### config.mk
export PLATFORM = sky130hd
export DESIGN_NAME = rgb_pwm_fader
export DESIGN_NICKNAME = d
export VERILOG_FILES = /design/src/rtl/rgb_pkg.sv /design/src/rtl/pwm_channel.sv /design/src/rtl/rgb_pwm_fader.sv
export SDC_FILE = /design/constraint.sdc
export NUM_CORES = 1
export LEC_CHECK = 0
export ABC_CLOCK_PERIOD_IN_PS = 3250
export BUFFER_PORTS_ARGS = -buffer_cell sky130_fd_sc_hd__buf_2
export CAP_MARGIN = 20
export CORE_MARGIN = 2
export CORE_UTILIZATION = 30
export CTS_CLUSTER_DIAMETER = 100
export DETAILED_ROUTE_END_ITERATION = 10
export RECOVER_POWER = 50
export SKIP_LAST_GASP = 1
export SYNTH_ARGS = -nofsm -noshare
export SYNTH_HDL_FRONTEND = slang
export SYNTH_SLANG_ARGS = --single-unit
export TNS_END_PERCENT = 20
### constraint.sdc
create_clock -name clk -period 3.25 [get_ports clk]
set_input_delay 0.325 -clock clk [delete_from_list [all_inputs] [get_ports clk]]
set_output_delay 0.325 -clock clk [all_outputs]
set_load 0.05 [all_outputs]
### src/rtl/rgb_pkg.sv
// Shared defaults and types for the RGB PWM fader slice.
package rgb_pkg;

    localparam int PWM_BITS_DEFAULT = 8;

    typedef enum logic {
        IDLE = 1'b0,
        FADE = 1'b1
    } fade_state_t;

    typedef struct packed {
        logic [PWM_BITS_DEFAULT-1:0] r;
        logic [PWM_BITS_DEFAULT-1:0] g;
        logic [PWM_BITS_DEFAULT-1:0] b;
    } rgb_duty_t;

endpackage

### src/rtl/pwm_channel.sv
// One PWM channel: applied-duty register reloaded on the period boundary,
// and a registered active-low compare against the shared PWM counter.
module pwm_channel
    import rgb_pkg::*;
#(
    parameter int PWM_BITS = PWM_BITS_DEFAULT
) (
    input  logic                clk,
    input  logic                rst_n,
    input  logic [PWM_BITS-1:0] pwm_cnt,
    input  logic                load,
    input  logic [PWM_BITS-1:0] duty,
    output logic                led_n
);

    logic [PWM_BITS-1:0] act;

    always_ff @(posedge clk or negedge rst_n) begin
        if (!rst_n) begin
            act   <= '0;
            led_n <= 1'b1;
        end else begin
            // Compare uses the old duty in the load cycle, so a period never mixes two duties.
            if (load) begin
                act <= duty;
            end
            led_n <= !(pwm_cnt < act);
        end
    end

endmodule

### src/rtl/rgb_pwm_fader.sv
// RGB LED fader: accepts a target colour, walks each channel one LSB per
// step interval toward it, and drives three active-low PWM outputs.
module rgb_pwm_fader
    import rgb_pkg::*;
#(
    parameter int PWM_BITS      = PWM_BITS_DEFAULT,
    parameter int STEP_INTERVAL = 20000
) (
    input  logic                clk,
    input  logic                rst_n,
    input  logic                color_valid,
    output logic                color_ready,
    input  logic [PWM_BITS-1:0] color_r,
    input  logic [PWM_BITS-1:0] color_g,
    input  logic [PWM_BITS-1:0] color_b,
    output logic                RGB_R,
    output logic                RGB_G,
    output logic                RGB_B,
    output logic                busy
);

    localparam int SW = (STEP_INTERVAL > 1) ? $clog2(STEP_INTERVAL) : 1;
    localparam logic [SW-1:0]       STEP_LAST = SW'(STEP_INTERVAL - 1);
    localparam logic [SW-1:0]       STEP_ONE  = SW'(1);
    localparam logic [PWM_BITS-1:0] PWM_MAX   = '1;
    localparam logic [PWM_BITS-1:0] DUTY_ONE  = PWM_BITS'(1);

    fade_state_t         state;
    logic [PWM_BITS-1:0] pwm_cnt;
    logic [SW-1:0]       step_cnt;
    logic [PWM_BITS-1:0] col [3];
    logic [PWM_BITS-1:0] cur [3];
    logic [PWM_BITS-1:0] tgt [3];
    logic [PWM_BITS-1:0] nxt [3];
    logic                any_diff;
    logic                all_done;
    logic [2:0]          led_n;

    assign color_ready = (state == IDLE);
    assign busy        = (state == FADE);

    // nxt is the post-step duty; all_done looks ahead so FADE ends on the final step.
    always_comb begin
        col[0]   = color_r;
        col[1]   = color_g;
        col[2]   = color_b;
        any_diff = 1'b0;
        all_done = 1'b1;
        for (int unsigned i = 0; i < 3; i++) begin
            nxt[i] = cur[i];
            if (cur[i] < tgt[i]) begin
                nxt[i] = cur[i] + DUTY_ONE;
            end else if (cur[i] > tgt[i]) begin
                nxt[i] = cur[i] - DUTY_ONE;
            end
            if (col[i] != cur[i]) begin
                any_diff = 1'b1;
            end
            if (nxt[i] != tgt[i]) begin
                all_done = 1'b0;
            end
        end
    end

    always_ff @(posedge clk or negedge rst_n) begin
        if (!rst_n) begin
            pwm_cnt <= '0;
        end else begin
            pwm_cnt <= pwm_cnt + DUTY_ONE;
        end
    end

    always_ff @(posedge clk or negedge rst_n) begin
        if (!rst_n) begin
            state    <= IDLE;
            step_cnt <= '0;
            for (int unsigned i = 0; i < 3; i++) begin
                cur[i] <= '0;
                tgt[i] <= '0;
            end
        end else begin
            case (state)
                IDLE: begin
                    if (color_valid) begin
                        for (int unsigned i = 0; i < 3; i++) begin
                            tgt[i] <= col[i];
                        end
                        step_cnt <= '0;
                        if (any_diff) begin
                            state <= FADE;
                        end
                    end
                end
                FADE: begin
                    if (step_cnt == STEP_LAST) begin
                        step_cnt <= '0;
                        for (int unsigned i = 0; i < 3; i++) begin
                            cur[i] <= nxt[i];
                        end
                        if (all_done) begin
                            state <= IDLE;
                        end
                    end else begin
                        step_cnt <= step_cnt + STEP_ONE;
                    end
                end
                default: state <= IDLE;
            endcase
        end
    end

    for (genvar g = 0; g < 3; g++) begin : g_ch
        pwm_channel #(
            .PWM_BITS(PWM_BITS)
        ) u_ch (
            .clk    (clk),
            .rst_n  (rst_n),
            .pwm_cnt(pwm_cnt),
            .load   (pwm_cnt == PWM_MAX),
            .duty   (cur[g]),
            .led_n  (led_n[g])
        );
    end

    assign RGB_R = led_n[0];
    assign RGB_G = led_n[1];
    assign RGB_B = led_n[2];

endmodule
-- Word-level counts from Yosys, hierarchy flattened
Cells that the tools add are included.
- add/subtract/negate cells: 8
- order comparisons: 9
- equal/unequal tests: 9
- multiplexer cells: 20
- bitwise operators: 1
- reduce and logical (&&, ||, !) cells: 5
- operators by type and width (kind ; number):
    $lt 8x8->1 ; 6
    $mux 8 ; 6
    $ne 8x8->1 ; 6
    $add 8x1->8 const B ; 4
    $mux 15 ; 2
    $pmux 15 s2 ; 1
    $gt 8x8->1 ; 3
    $sub 8x1->8 const B ; 3
    $add 15x1->15 const B ; 1
    $eq 15x15->1 const B ; 1
    $mux 1 ; 10
    $eq 8x8->1 const B ; 1
    $reduce_and 2->1 ; 2
    $logic_not 1->1 ; 3
    $ne 2x2->1 const B ; 1
    $pmux 1 s2 ; 1
    $not 1->1 ; 1
- bits in registers: 99
- logic and storage cells: 67

-- Longest topological paths before layout
Gate-level depths: netlist of run 1.
- depth in word-level cells: 10
- gate-level depth with buffers: 13

-- Hierarchy
From an unflattened synthesis of run 1, not the netlist that was laid out.
- cell total of the unflattened synthesis: 764
- area total of the unflattened synthesis: 6726.5 µm²
- by module, submodules not included (module ; instances ; cells each ; area each (µm²)):
    rgb_pwm_fader ; 1 ; 617 ; 5300.1
    pwm_channel ; 3 ; 49 ; 475.5

-- Worst setup path after synthesis of run 1
Ideal clock, no wire load.
- path type: register to register
- start: reg cur[16] (netlist name)
- end: reg state, in the netlist busy
- setup time: 0.124 ns
- data arrival time: 2.684 ns
- data required time: 3.126 ns
- path slack: 0.442 ns
- cell stages (with the launch flop): 13
- clock period less this slack: 2.808 ns
- cells stage by stage: dfrtp_1 > clkbuf_1 > inv_1 > ha_1 > nand4_1 > or2_0 > buf_2 > and4_4 > mux2i_4 > xor2_1 > o21ai_0 > or4_1 > o31a_1
- cells in the longest elaborated chain, start to end: 10
- elaborated cells on any way between the ends: 19
- classes of those cells: add/sub: 2; order compare: 2; eq/ne: 2; mux: 13
- ends and longest elaborated chain (element ; line ; RTL):
    start, declared ; rgb_pwm_fader.sv:32 ; logic [PWM_BITS-1:0] cur [3];
    start signal, assigned by index ; rgb_pwm_fader.sv:98 ; cur[i] <= nxt[i];
    $sub 8x1->8 or $gt 8x8->1 (tied branches) ; rgb_pwm_fader.sv:54, rgb_pwm_fader.sv:53 ;
    $mux 8 ; rgb_pwm_fader.sv:53 ; end else if (cur[i] > tgt[i]) begin
    $mux 8 ; rgb_pwm_fader.sv:51 ; if (cur[i] < tgt[i]) begin
    $ne 8x8->1 ; rgb_pwm_fader.sv:59 ; if (nxt[i] != tgt[i]) begin
    $mux 1 (3 in series) ; rgb_pwm_fader.sv:59 ;
    $mux 1 ; rgb_pwm_fader.sv:100 ; if (all_done) begin
    $mux 1 ; rgb_pwm_fader.sv:95 ; if (step_cnt == STEP_LAST) begin
    $pmux 1 s2 * ; rgb_pwm_fader.sv:82 ; case (state)
    end signal, assigned ; rgb_pwm_fader.sv:90 ; state <= FADE;
    end signal, assigned ; rgb_pwm_fader.sv:101 ; state <= IDLE;
    end signal, assigned ; rgb_pwm_fader.sv:107 ; default: state <= IDLE;
    end, declared ; rgb_pwm_fader.sv:28 ; fade_state_t state;
Mark *: on every way between the ends. The rest lies on a longest branch, timed or not.
A chain may end at the register's enable or synchronous reset.

-- Final worst setup path of run 1
- start: reg cur[0] (netlist name)
- end: reg state, in the netlist busy
- cells in the longest elaborated chain, start to end: 8
- elaborated cells on any way between the ends: 15
- classes of those cells: add/sub: 2; order compare: 2; eq/ne: 2; mux: 9
- ends and longest elaborated chain (element ; line):
    $sub 8x1->8 or $gt 8x8->1 (tied branches) ; rgb_pwm_fader.sv:54, rgb_pwm_fader.sv:53
    $mux 8 ; rgb_pwm_fader.sv:53
    $mux 8 ; rgb_pwm_fader.sv:51
    $ne 8x8->1 ; rgb_pwm_fader.sv:59
    $mux 1 ; rgb_pwm_fader.sv:59
    $mux 1 ; rgb_pwm_fader.sv:100
    $mux 1 ; rgb_pwm_fader.sv:95
    $pmux 1 s2 * ; rgb_pwm_fader.sv:82
Marks and branches as above.

==> results of run 1 <==
## area by class of cell
cell class / instances / area share (%)
repair buffers: 63 / 5.40
inverters: 59 / 2.93
well taps: 280 / 4.63
multi-input cells: 553 / 50.3
clock inverters: 7 / 0.926
clock buffers: 9 / 2.98
flip-flops and latches: 99 / 32.8
## state kept, by name (all words and copies together), names as in the netlist
name,cells
cur,24
g_ch.u_ch.act,24
pwm_cnt,8
busy,1
step_cnt,15
g_ch.u_ch.led_n,3
tgt,24
## per-layer routing
metal	wire (um)	share of wire [%]
met2	7740	44
met4	403	2.3
met5	0	0
met3	911	5.2
met1	8500	48
## cell families after synthesis
logic type	share of synthesized area, %
AO/OA/AOI/OAI	15.0
flip-flops	37.2
AND/OR/NAND/NOR	17.7
XOR/XNOR	11.8
adder cells (fa/ha/maj)	9.93
multiplexers	2.42
buffers and inverters	5.92
## worst max-delay path, delay by kind of cell, from the launching register on
kind | cells | cell delay (ns)
and+or+nand+nor | 6 | 1.40
AOI/OAI and AO/OA | 2 | 0.57
DFF | 1 | 0.48
adders and majority gates | 1 | 0.30
buffers and inverters | 1 | 0.13
## worst max-delay path by stage
| stage | endpoint | slack [ns] | cells after the start |
|---|---|---|---|
| 2_1_floorplan | busy | 0.44 | 12 |
| 4_1_cts | busy | 0.20 | 10 |
| 3_3_place_gp | busy | 0.24 | 11 |
| 5_1_grt | busy | 0.04 | 10 |
| 6_report | busy | 0.26 | 10 |
| 3_5_place_dp | busy | 0.23 | 10 |
## repair_timing
action	CTS	global route
setup buffers	0	1
setup endpoints to repair	0	1
hold buffers	1	0
hold endpoints to repair	40	0
resized for setup	0	2
## per-stage QoR
step	setup WS (ns)	cell area, um2	utilization, %
2_1_floorplan	0.442	6680	-
3_3_place_gp	0.235	7260	33.2
3_5_place_dp	0.230	7260	33.2
4_1_cts	0.195	7560	34.6
5_1_grt	0.0368	7570	34.7
6_report	0.257	7570	34.7
## report_power, final
group	leakage [nW]	switching (mW)	internal, mW
Sequential	1.30	0.130	1.37
Combinational	1.96	0.520	0.373
Clock	0.142	0.546	0.542
Total	3.41	1.20	2.29
## layout by cell type, fill, tap and decap left out, types with 10 or more instances in the layout
master and instances:
buf_4 30, a21o_1 12, nor3_1 16, and3_1 18, dfrtp_1 95, ha_1 53
a21oi_1 19, nand2_1 74, nand3_1 28, nor4_1 10, nor2_1 38, xnor2_1 54
nand4_1 12, o21ai_0 78, xor2_1 36, inv_1 59, buf_2 30
==> impl_results.md, run 1 <==
- Critical Path Start Type: register
- Leakage power: approximately 3.4 nW
- Reg area: about 2500 um2
- CTS root buffer: clkbuf_16
- Row cnt: 54
- Flop2flop setup slack: 0.26 ns
- Core Box Area: approximately 22000 um2
- Initial antenna violation count: 0
- Async SR Flop Fraction: 100%
- Die width: approximately 150 um
- Met3 Use GR: ~3.2%
- Mapped Cells: between 700 and 800
- Largest area contributor in the netlist: dfrtp_1
- Global-route usage over all layers: between 10% and 20%
- Number of I/O pins: 32
- CTS tree: done
- Total number of vias: 5428
- Max-cap violation count: 1
- Fmax: approximately 0.33 GHz
- Status: complete, but fails checks
- RSZ-0062 raised after global routing: false
- Ys Warns: 0
- Routed WL: roughly 18000 um
- Vias per cell: 5.07
- Initial Util: between 30% and 40%
- Clock slew at reported path FFs: around 0.070 ns
- Routed wire per std cell: around 16 um
- Power, Total: roughly 3.5 mW
- Crit-path max cell delay: 0.55 ns
- Clk Latency, worst-skew pair: about 0.37 ns
- Area of the multi-input gates: 3810 um2
- Final nets: 865
- Post-route ant nets: 0
- Max Slew Vio Count: 42
- Critical-path cell list: inv_1, ha_1, nand4_1, or2_1, a31oi_1, nor2_1, or4_1, nor4_1, nand4_1, o31a_1
- Largest net degree at the start of global routing: slightly below 60
- IO Port Bufs: 31
- Hold Crit Start: color_b[6]
- Fin Hold WS: 0.197 ns
- GR peak layer: met2
- P per Cell Area: around 460 nW/um2
- Final std cells w/o fill: ~1100
- Die ar.: roughly 23000 um2
- Top cells by count, synth: 96 x dfrtp_1, 78 x o21ai_0, 74 x nand2_1
- GP Congestion: ~0.88
- Final worst-path cycle share: around 90%
- Pre-Repair DR Iteration Count: 5
- FF+latch count, synth: 99
- RR Endpoint: busy
- GR Util met1: about 22%
- Clock Path Buffers: 2
- Worst slew margin: -59.3%
- CTS buffer count: 9
- Failing checks: capacitance limit, slew limit
- Top_reg_cell synth: dfrtp_1
- Slew at the pin closest to its max-slew limit: between 2 and 2.5 ns
- Post-placement cell count: between 1000 and 1500
- Number of diodes: 0
- Dpl hpwl: 13400 um
- Hold endpoint: tgt[6]
- Crit Path Class: reg -> reg
- Htree depth: 3
- Crit end category: register
- Worst Path Required: between 3 and 4 ns
- Clock Sinks: 99
- Most used cell, CP: nand4_1
- CP Launch Point: cur[0]
- Crit-path slowest cell: or4_1
- Synth top area cells: dfrtp_1 36%, ha_1 9.9%, xnor2_1 7.1%, o21ai_0 5.8%, xor2_1 4.7%
- Sequential share of the synthesized area: between 30 and 40%
- Count leader, synth: dfrtp_1
- Worst hold-check path type: in -> reg
- First-pass GRT wire length: about 29000 um
- Layout cells sized above 1: between 10 and 15%
- Worst R2R Start: cur[0]
- Top-area cell type share of the netlist area: between 30% and 40%
- Synth Cell Area: around 6700 um2
- Die Ht: around 150 um
- Min Tclk post-route: 2.99 ns
- WP data arrival: roughly 3.3 ns
- Layout area overhead: 13.4%
- # DRC: 0
- VDD IR-drop max: 0.211 mV
- Clock skew: just over 0.01 ns
- Grt ovf: 0
- Net Count, Synth: ~830
- Number of global-route vias before repair: about 5300
- Worst R2R Path Depth: 10
- Setup TNS: 0 ns
- Final hold violation count: 0
- Syn Area/Cell: 8.88 um2
- Met2 usage: between 20% and 30%
- Hold path cells: 3
- Synth unique cells: 69
- Post-synth EDFFs: 0
- Drt first-iter violations: between 400 and 500
- Fillers: approximately 2300
- Crit Path Max Fanout: 8
- Setup Viol. Count Final: 0
(Power assumes the default switching activity.)
==> inputs of run 2 (changes only) <==
--- a/config.mk
+++ b/config.mk
@@ -5,6 +5,7 @@
 export SDC_FILE = /design/constraint.sdc
 export NUM_CORES = 1
 export LEC_CHECK = 0
+export ABC_AREA = 1
 export ABC_CLOCK_PERIOD_IN_PS = 3250
 export BUFFER_PORTS_ARGS = -buffer_cell sky130_fd_sc_hd__buf_2
 export CAP_MARGIN = 20
@@ -12,6 +13,7 @@
 export CORE_UTILIZATION = 30
 export CTS_CLUSTER_DIAMETER = 100
 export DETAILED_ROUTE_END_ITERATION = 10
+export PLACE_DENSITY = 0.44
 export RECOVER_POWER = 50
 export SKIP_LAST_GASP = 1
 export SYNTH_ARGS = -nofsm -noshare
==> run 2 against run 1 <==
Compared with the run above: the flow still finishes with violations (capacitance limit, slew limit); die area rose by 2.3%; global-route usage grew 0.18 points; critical path depth grew 7; worst setup slack gained 0.19 ns; combinational power fell by 84%; largest cell class unchanged; largest power group unchanged.
==> impl_results.md, run 2 <==
- Status: complete, but fails checks
- Failing checks: capacitance limit, slew limit
- Htree depth: 3 (unchanged)
- CP Launch Point: cur[13]
- Drt first-iter violations: 262 (-37%)
- Reg area: 2480 um2 (about the same)
- WP depth: 17 (+7)
- Synth top area cells: dfrtp_1 35%, nand2_1 15%, ha_1 9.7%, nand3_1 6.7%, inv_1 6.4%
- Largest regs: cur x24, g_ch.u_ch.act x24, tgt x24
- Fmax: 0.357 GHz (+6.9%)
- Setup TNS: 0 ns (unchanged)
- Crit-path max cell delay: 0.49 ns (-0.06 ns)
- Clock Sinks: 99 (unchanged)
- Critical-path cell list: ha_1, a21oi_1, nor2_1, nor2_4, nand2_2, nand2_2, nand2_2, nand2_2, nand2_1, nand2_1, nand2_1, nor2_1, nand3_1, nor2_1, nand2_1, nand2_1, nand2_1
- Number of I/O pins: 32 (unchanged)
- P per Cell Area: 335 nW/um2 (-27%)
- Vias per cell: 4.64 (-8.5%)
- Net Count, Synth: 1003 (+21%)
- First-pass GRT wire length: 29700 um (+3.5%)
- Top_reg_cell synth: dfrtp_1
- Crit-path slowest cell: dfrtp_1
- Hold path cells: 3 (unchanged)
- Grt ovf: 0 (unchanged)
- Total number of vias: 5774 (+6.4%)
- Crit end category: register
- Clock slew at reported path FFs: 0.08 ns (about the same)
- CTS buffer count: 9 (unchanged)
- Hold Crit Start: color_b[0]
- Worst Path Required: 3.50 ns (about the same)
- CTS resizes: 0 (unchanged)
- VDD IR-drop max: 0.224 mV (+6.5%)
- Clock Path Buffers: 2 (unchanged)
- Min Tclk post-route: 2.80 ns (-0.193 ns)
- Metal2 WL: 7970 um (+3.0%)
- Leakage power: 3.73 nW (+9.6%)
- Worst slew margin: -74.9% (-16 points)
- Most used cell, CP: nand2_1
- Slew at the pin closest to its max-slew limit: 2.62 ns (+0.235 ns)
- Layout cells sized above 1: 11.5% (-1.9 points)
- Most frequent cells in the layout: 269 x nand2_1, 116 x inv_1, 96 x dfrtp_1, 92 x nand3_1, 70 x o21ai_0
- Clk Latency, worst-skew pair: 0.36 ns (about the same)
- Top-area cell type share of the netlist area: 35.2% (-0.82 points)
- Worst R2R Path Depth: 17 (+7)
- DR WL met3: 386 um (-58%)
- # DRC: 0 (unchanged)
- Row cnt: 55 (+1.9%)
- Core Box Area: 22500 um2 (+3.1%)
- Largest area contributor in the netlist: dfrtp_1
- Met1 wire length: 9150 um (+7.6%)
- Die ar.: 24000 um2 (+2.3%)
- Crit Path Max Fanout: 11 (+3)
- Area of the multi-input gates: 3820 um2 (+0.20%)
- Ys Warns: 0 (unchanged)
- WP data arrival: 3.05 ns (-0.20 ns)
- Final worst-path cycle share: 86.2% (-5.9 points)
- IO Port Bufs: 31 (unchanged)
- Top cells by count, synth: 269 x nand2_1, 116 x inv_1, 96 x dfrtp_1
- Number of global-route vias before repair: 5693 (+7.4%)
- FF+latch count, synth: 99 (unchanged)
- GP Congestion: 0.826 (-6.1%)
- Worst Path Buf+Inv: 0 (-1)
- Post-synth EDFFs: 0 (unchanged)
- Max Slew Vio Count: 43 (+2.4%)
- Clock skew: 0.0144 ns (+0.00435 ns)
- Cts hold-fix bufs: 0 (-1)
- Setup Viol. Count Final: 0 (unchanged)
- Routed WL: 17700 um (+0.81%)
- Finished Cell Area: 7650 um2 (+1.0%)
- RSZ-0062 raised after global routing: false
- Routed wire per std cell: 14.2 um (-13%)
- Dpl hpwl: 13500 um (+1.0%)
- Top delay family on crit path: simple AND/OR/NAND/NOR gates
- Sequential share of the synthesized area: 36.3% (-0.85 points)
- Count leader, synth: nand2_1
- Final hold violation count: 0 (unchanged)
- Post-route ant nets: 0 (unchanged)
- CTS root buffer: clkbuf_16
- Fin Hold WS: 0.192 ns (-0.00517 ns)
- Max-cap violation count: 1 (unchanged)
- Final nets: 1034 (+20%)
- Synth Cell Area: 6830 um2 (+2.3%)
- Commonest non-fill, non-tap cell in the layout: nand2_1
- Largest net degree at the start of global routing: 58 (-1.7%)
- Initial antenna violation count: 0 (unchanged)
- Global-route usage over all layers: 15.6% (+0.18 points)
- Cell Area, Placed: 7340 um2 (+1.2%)
- Mapped Cells: 923 (+23%)
- Synth unique cells: 41 (-41%)
- Die Ht: 155 um (+1.1%)
- Critical Path Start Type: register
- Fillers: 2421 (+7.5%)
- Layout area overhead: 11.9%
- DR top layer: met4
- Power, Total: 2.56 mW (-27%)
- Worst hold-check path type: in -> reg
- Crit Path Class: reg -> reg
- Initial Util: 30.4% (-0.23 points)
- Post-CTS repair timing setup buffer count: 0 (unchanged)
- Die width: 155 um (+1.1%)
- Pre-Repair DR Iteration Count: 4 (-1)
- Async SR Flop Fraction: 100% (unchanged)
- CTS tree: done
- Worst R2R Start: cur[13]
- Number of diodes: 0 (unchanged)
- Syn Area/Cell: 7.40 um2 (-17%)
## run 2: cell count changes in the layout (fill, tap and decap cells not counted), sizes merged, moves of 10 or more
cell	change
and3	-19
xnor2	-44
nor2	+16
nand2	+213
nand2b	-10
nand3	+64
inv	+58
xor2	-20
buf	-21
## run 2: cell families after synthesis
| kind of cell | after synthesis | synth area share, % |
|---|---|---|
| AND/OR/NAND/NOR | 478 | 31.3 |
| flip-flops | 99 | 36.3 |
| XOR/XNOR | 27 | 3.66 |
| AO/OA/AOI/OAI | 118 | 9.67 |
| multiplexers | 9 | 1.48 |
| adder cells (fa/ha/maj) | 53 | 9.71 |
| buffers and inverters | 139 | 7.91 |
## run 2: worst paths after layout
kind	endpoint	slack, ns
setup reg to reg	busy	0.45
hold / removal	tgt[0]	0.19
setup / recovery	busy	0.45
max in group asynchronous	tgt[19]	0.96
hold reg to reg	g_ch[1].u_ch.act[7]	0.48
min in group asynchronous	g_ch[0].u_ch.act[6]	0.79
## run 2: worst reg2reg max path, stage by stage (launching register included)
cell,delay [ns]
dfrtp_1,0.49
ha_1,0.36
a21oi_1,0.14
nor2_1,0.08
nor2_4,0.24
nand2_2,0.26
nand2_2,0.17
nand2_2,0.06
nand2_2,0.05
nand2_1,0.06
nand2_1,0.10
nand2_1,0.06
nor2_1,0.24
nand3_1,0.14
nor2_1,0.11
nand2_1,0.06
nand2_1,0.05
nand2_1,0.05
## run 2: layout make-up
cell class,count,area share (%)
Clock buffer,9,2.94
Clock inverter,7,1.08
Inverter,118,5.79
Multi-Input combinational cell,685,49.9
Sequential cell,99,32.4
Tap cell,285,4.66
Timing Repair Buffer,41,3.16
## run 2: routing by layer
layer / up-vias / track usage, %
met5: - / 0
met3: 13 / 1.70
met1: 2633 / 22.4
met2: 55 / 24.7
li1: 3073 / -
met4: 0 / 4.45
## run 2: through the flow
step	std cells	util, %	setup WS [ns]
after CTS	1244	34.0	0.422
final	1244	34.0	0.449
after global routing	1244	34.0	0.122
after global placement	1228	32.6	0.410
after detailed placement	1228	32.6	0.448
after floorplan	923	-	1.11
## run 2: where the power goes
group          switching [mW]  internal [mW]  total [mW]
sequential             0.0119           1.25        1.26
combinational          0.0932         0.0518       0.145
clock                   0.541          0.611        1.15
total                   0.646           1.91        2.56
==> inputs of run 3 (changes only) <==
--- a/config.mk
+++ b/config.mk
@@ -9,11 +9,13 @@
 export ABC_CLOCK_PERIOD_IN_PS = 3250
 export BUFFER_PORTS_ARGS = -buffer_cell sky130_fd_sc_hd__buf_2
 export CAP_MARGIN = 20
+export CELL_PAD_IN_SITES_DETAIL_PLACEMENT = 0
+export CELL_PAD_IN_SITES_GLOBAL_PLACEMENT = 2
 export CORE_MARGIN = 2
 export CORE_UTILIZATION = 30
 export CTS_CLUSTER_DIAMETER = 100
 export DETAILED_ROUTE_END_ITERATION = 10
-export PLACE_DENSITY = 0.44
+export PLACE_DENSITY = 0.67
 export RECOVER_POWER = 50
 export SKIP_LAST_GASP = 1
 export SYNTH_ARGS = -nofsm -noshare
==> run 3 against run 2 <==
Compared with the run above: the run now ends clean; critical endpoint unchanged; total power fell by 0.82%; worst hold slack improved by 0.010 ns; sequential cell count did not move; critical path depth did not move; fmax rose by 1.9%; critical path type unchanged; clock power barely moved; first-iteration DRC count rose by 34%; register-to-register slack improved by 0.05 ns; combinational power barely moved; sequential power barely moved; clock skew fell by 0.0049 ns.
==> impl_results.md, run 3 (synthesis results as in run 2) <==
- Die ar.: 24000 um2 (unchanged)
- Post-placement cell count: 1227 (-0.081%)
- Leakage power: 3.73 nW (about the same)
- Number of diodes: 0 (unchanged)
- Largest net degree at the start of global routing: 53 (-8.6%)
- Worst hold-check path type: in -> reg
- Min Tclk post-route: 2.75 ns (-0.0529 ns)
- Grt ovf: 0 (unchanged)
- Layout cells sized above 1: 11.5% (+0.012 points)
- Crit Path Class: reg -> reg
- Routed wire per std cell: 15.0 um (+5.6%)
- # DRC: 0 (unchanged)
- Area of the multi-input gates: 3820 um2 (unchanged)
- WP data arrival: 2.99 ns (-0.06 ns)
- Final nets: 1033 (-0.097%)
- Setup TNS: 0 ns (unchanged)
- RSZ-0062 raised after global routing: false
- Most frequent cells in the layout: 269 x nand2_1, 116 x inv_1, 96 x dfrtp_1, 92 x nand3_1, 70 x o21ai_0
- DR WL met3: 472 um (+22%)
- DR top layer: met4
- Clock skew: 0.00956 ns (-0.00486 ns)
- CTS resizes: 0 (unchanged)
- Largest regs: cur x24, g_ch.u_ch.act x24, tgt x24
- Reg area: 2480 um2 (unchanged)
- Crit Path Max Fanout: 11 (unchanged)
- Post-route ant nets: 0 (unchanged)
- Pre-Repair DR Iteration Count: 4 (unchanged)
- Met1 wire length: 9700 um (+6.1%)
- Clock Path Buffers: 2 (unchanged)
- IO Port Bufs: 31 (unchanged)
- Number of global-route vias before repair: 5693 (unchanged)
- Max-cap violation count: 0 (-1)
- Initial antenna violation count: 0 (unchanged)
- Routed WL: 18700 um (+5.5%)
- Core Box Area: 22500 um2 (unchanged)
- Die width: 155 um (unchanged)
- First-pass GRT wire length: 30600 um (+3.2%)
- Max Slew Vio Count: 0 (-100%)
- Number of I/O pins: 32 (unchanged)
- Vias per cell: 4.70 (+1.2%)
- Crit end category: register
- Final hold violation count: 0 (unchanged)
- Metal2 WL: 8330 um (+4.5%)
- Fmax: 0.364 GHz (+1.9%)
- Initial Util: 30.4% (unchanged)
- Clock slew at reported path FFs: 0.08 ns (about the same)
- VDD IR-drop max: 0.255 mV (+14%)
- P per Cell Area: 333 nW/um2 (-0.49%)
- GP Congestion: 0.771 (-6.7%)
- Critical Path Start Type: register
- Global-route usage over all layers: 16.3% (+0.71 points)
- Commonest non-fill, non-tap cell in the layout: nand2_1
- Layout area overhead: 11.6%
- Row cnt: 55 (unchanged)
- Cts hold-fix bufs: 0 (unchanged)
- Final worst-path cycle share: 84.5% (-1.6 points)
- Final std cells w/o fill: 1243 (-0.080%)
- Worst Path Required: 3.49 ns (about the same)
- Dpl hpwl: 14100 um (+4.9%)
- Post-CTS repair timing setup buffer count: 0 (unchanged)
- CTS tree: done
- Htree depth: 3 (unchanged)
- Clk Latency, worst-skew pair: 0.35 ns (about the same)
- Die Ht: 155 um (unchanged)
- Slew at the pin closest to its max-slew limit: 1.38 ns (-1.24 ns)
- Worst slew margin: 7.74% (+83 points)
- Fillers: 2465 (+1.8%)
- Status: finished clean
- Clock Sinks: 99 (unchanged)
- Drt first-iter violations: 351 (+34%)
- CTS root buffer: clkbuf_16
- Setup Viol. Count Final: 0 (unchanged)
- Total number of vias: 5838 (+1.1%)
- CTS buffer count: 9 (unchanged)
run 3: worst max-delay path, stage by stage (launching register included):
cell and delay (ns):
dfrtp_1 0.48, ha_1 0.35, a21oi_1 0.13, nor2_1 0.08, nor2_4 0.24, nand2_2 0.26
nand2_2 0.16, nand2_2 0.05, nand2_2 0.06, nand2_1 0.06, nand2_1 0.06, nand2_1 0.04
nor2_1 0.27, nand3_1 0.12, nor2_1 0.12, nand2_1 0.06, nand2_1 0.05, nand2_1 0.05
run 3: final timing paths:
check | slack [ns] | endpoint | cells after the start | start
setup / recovery | 0.50 | busy | 17 | cur[13]
max in group asynchronous | 0.96 | step_cnt[1] | 2 | rst_n
hold reg to reg | 0.48 | g_ch[0].u_ch.act[6] | 2 | g_ch[0].u_ch.act[6]
hold / removal | 0.20 | tgt[4] | 3 | color_b[4]
setup reg to reg | 0.50 | busy | 17 | cur[13]
min in group asynchronous | 0.27 | g_ch[0].u_ch.act[5] | 1 | rst_n
run 3: where the power goes:
| group | leakage [nW] | switching [mW] | internal (mW) |
|---|---|---|---|
| combinational | 2.30 | 0.0942 | 0.0497 |
| clock | 0.148 | 0.512 | 0.619 |
| sequential | 1.28 | 0.0122 | 1.25 |
| total | 3.73 | 0.619 | 1.92 |
run 3: layout make-up:
cell class                      count  area share, %
Sequential cell                    99           32.5
Clock buffer                       10           3.13
Tap cell                          285           4.68
Timing Repair Buffer               40           2.89
Multi-Input combinational cell    685           50.1
Inverter                          118           5.81
Clock inverter                      6          0.853
run 3: through the flow:
stage / instance area, um2 / total power, mW / util [%] / setup WS (ns) / hold WS [ns]
global placement: 7340 / 1.44 / 32.6 / 0.397 / 0.430
global route: 7620 / 2.65 / 33.9 / 0.155 / 0.216
finish: 7620 / 2.54 / 33.9 / 0.502 / 0.202
detailed placement: 7340 / 1.44 / 32.6 / 0.459 / 0.431
CTS: 7640 / 2.59 / 34.0 / 0.433 / 0.0493
floorplan: 6830 / 1.36 / - / 1.11 / 0.0294
run 3: metal layers:
layer / track usage, % / vias up
li1: - / 3073
met1: 23.8 / 2687
met2: 25.6 / 66
met3: 1.78 / 12
met4: 4.23 / 0
met5: 0 / -
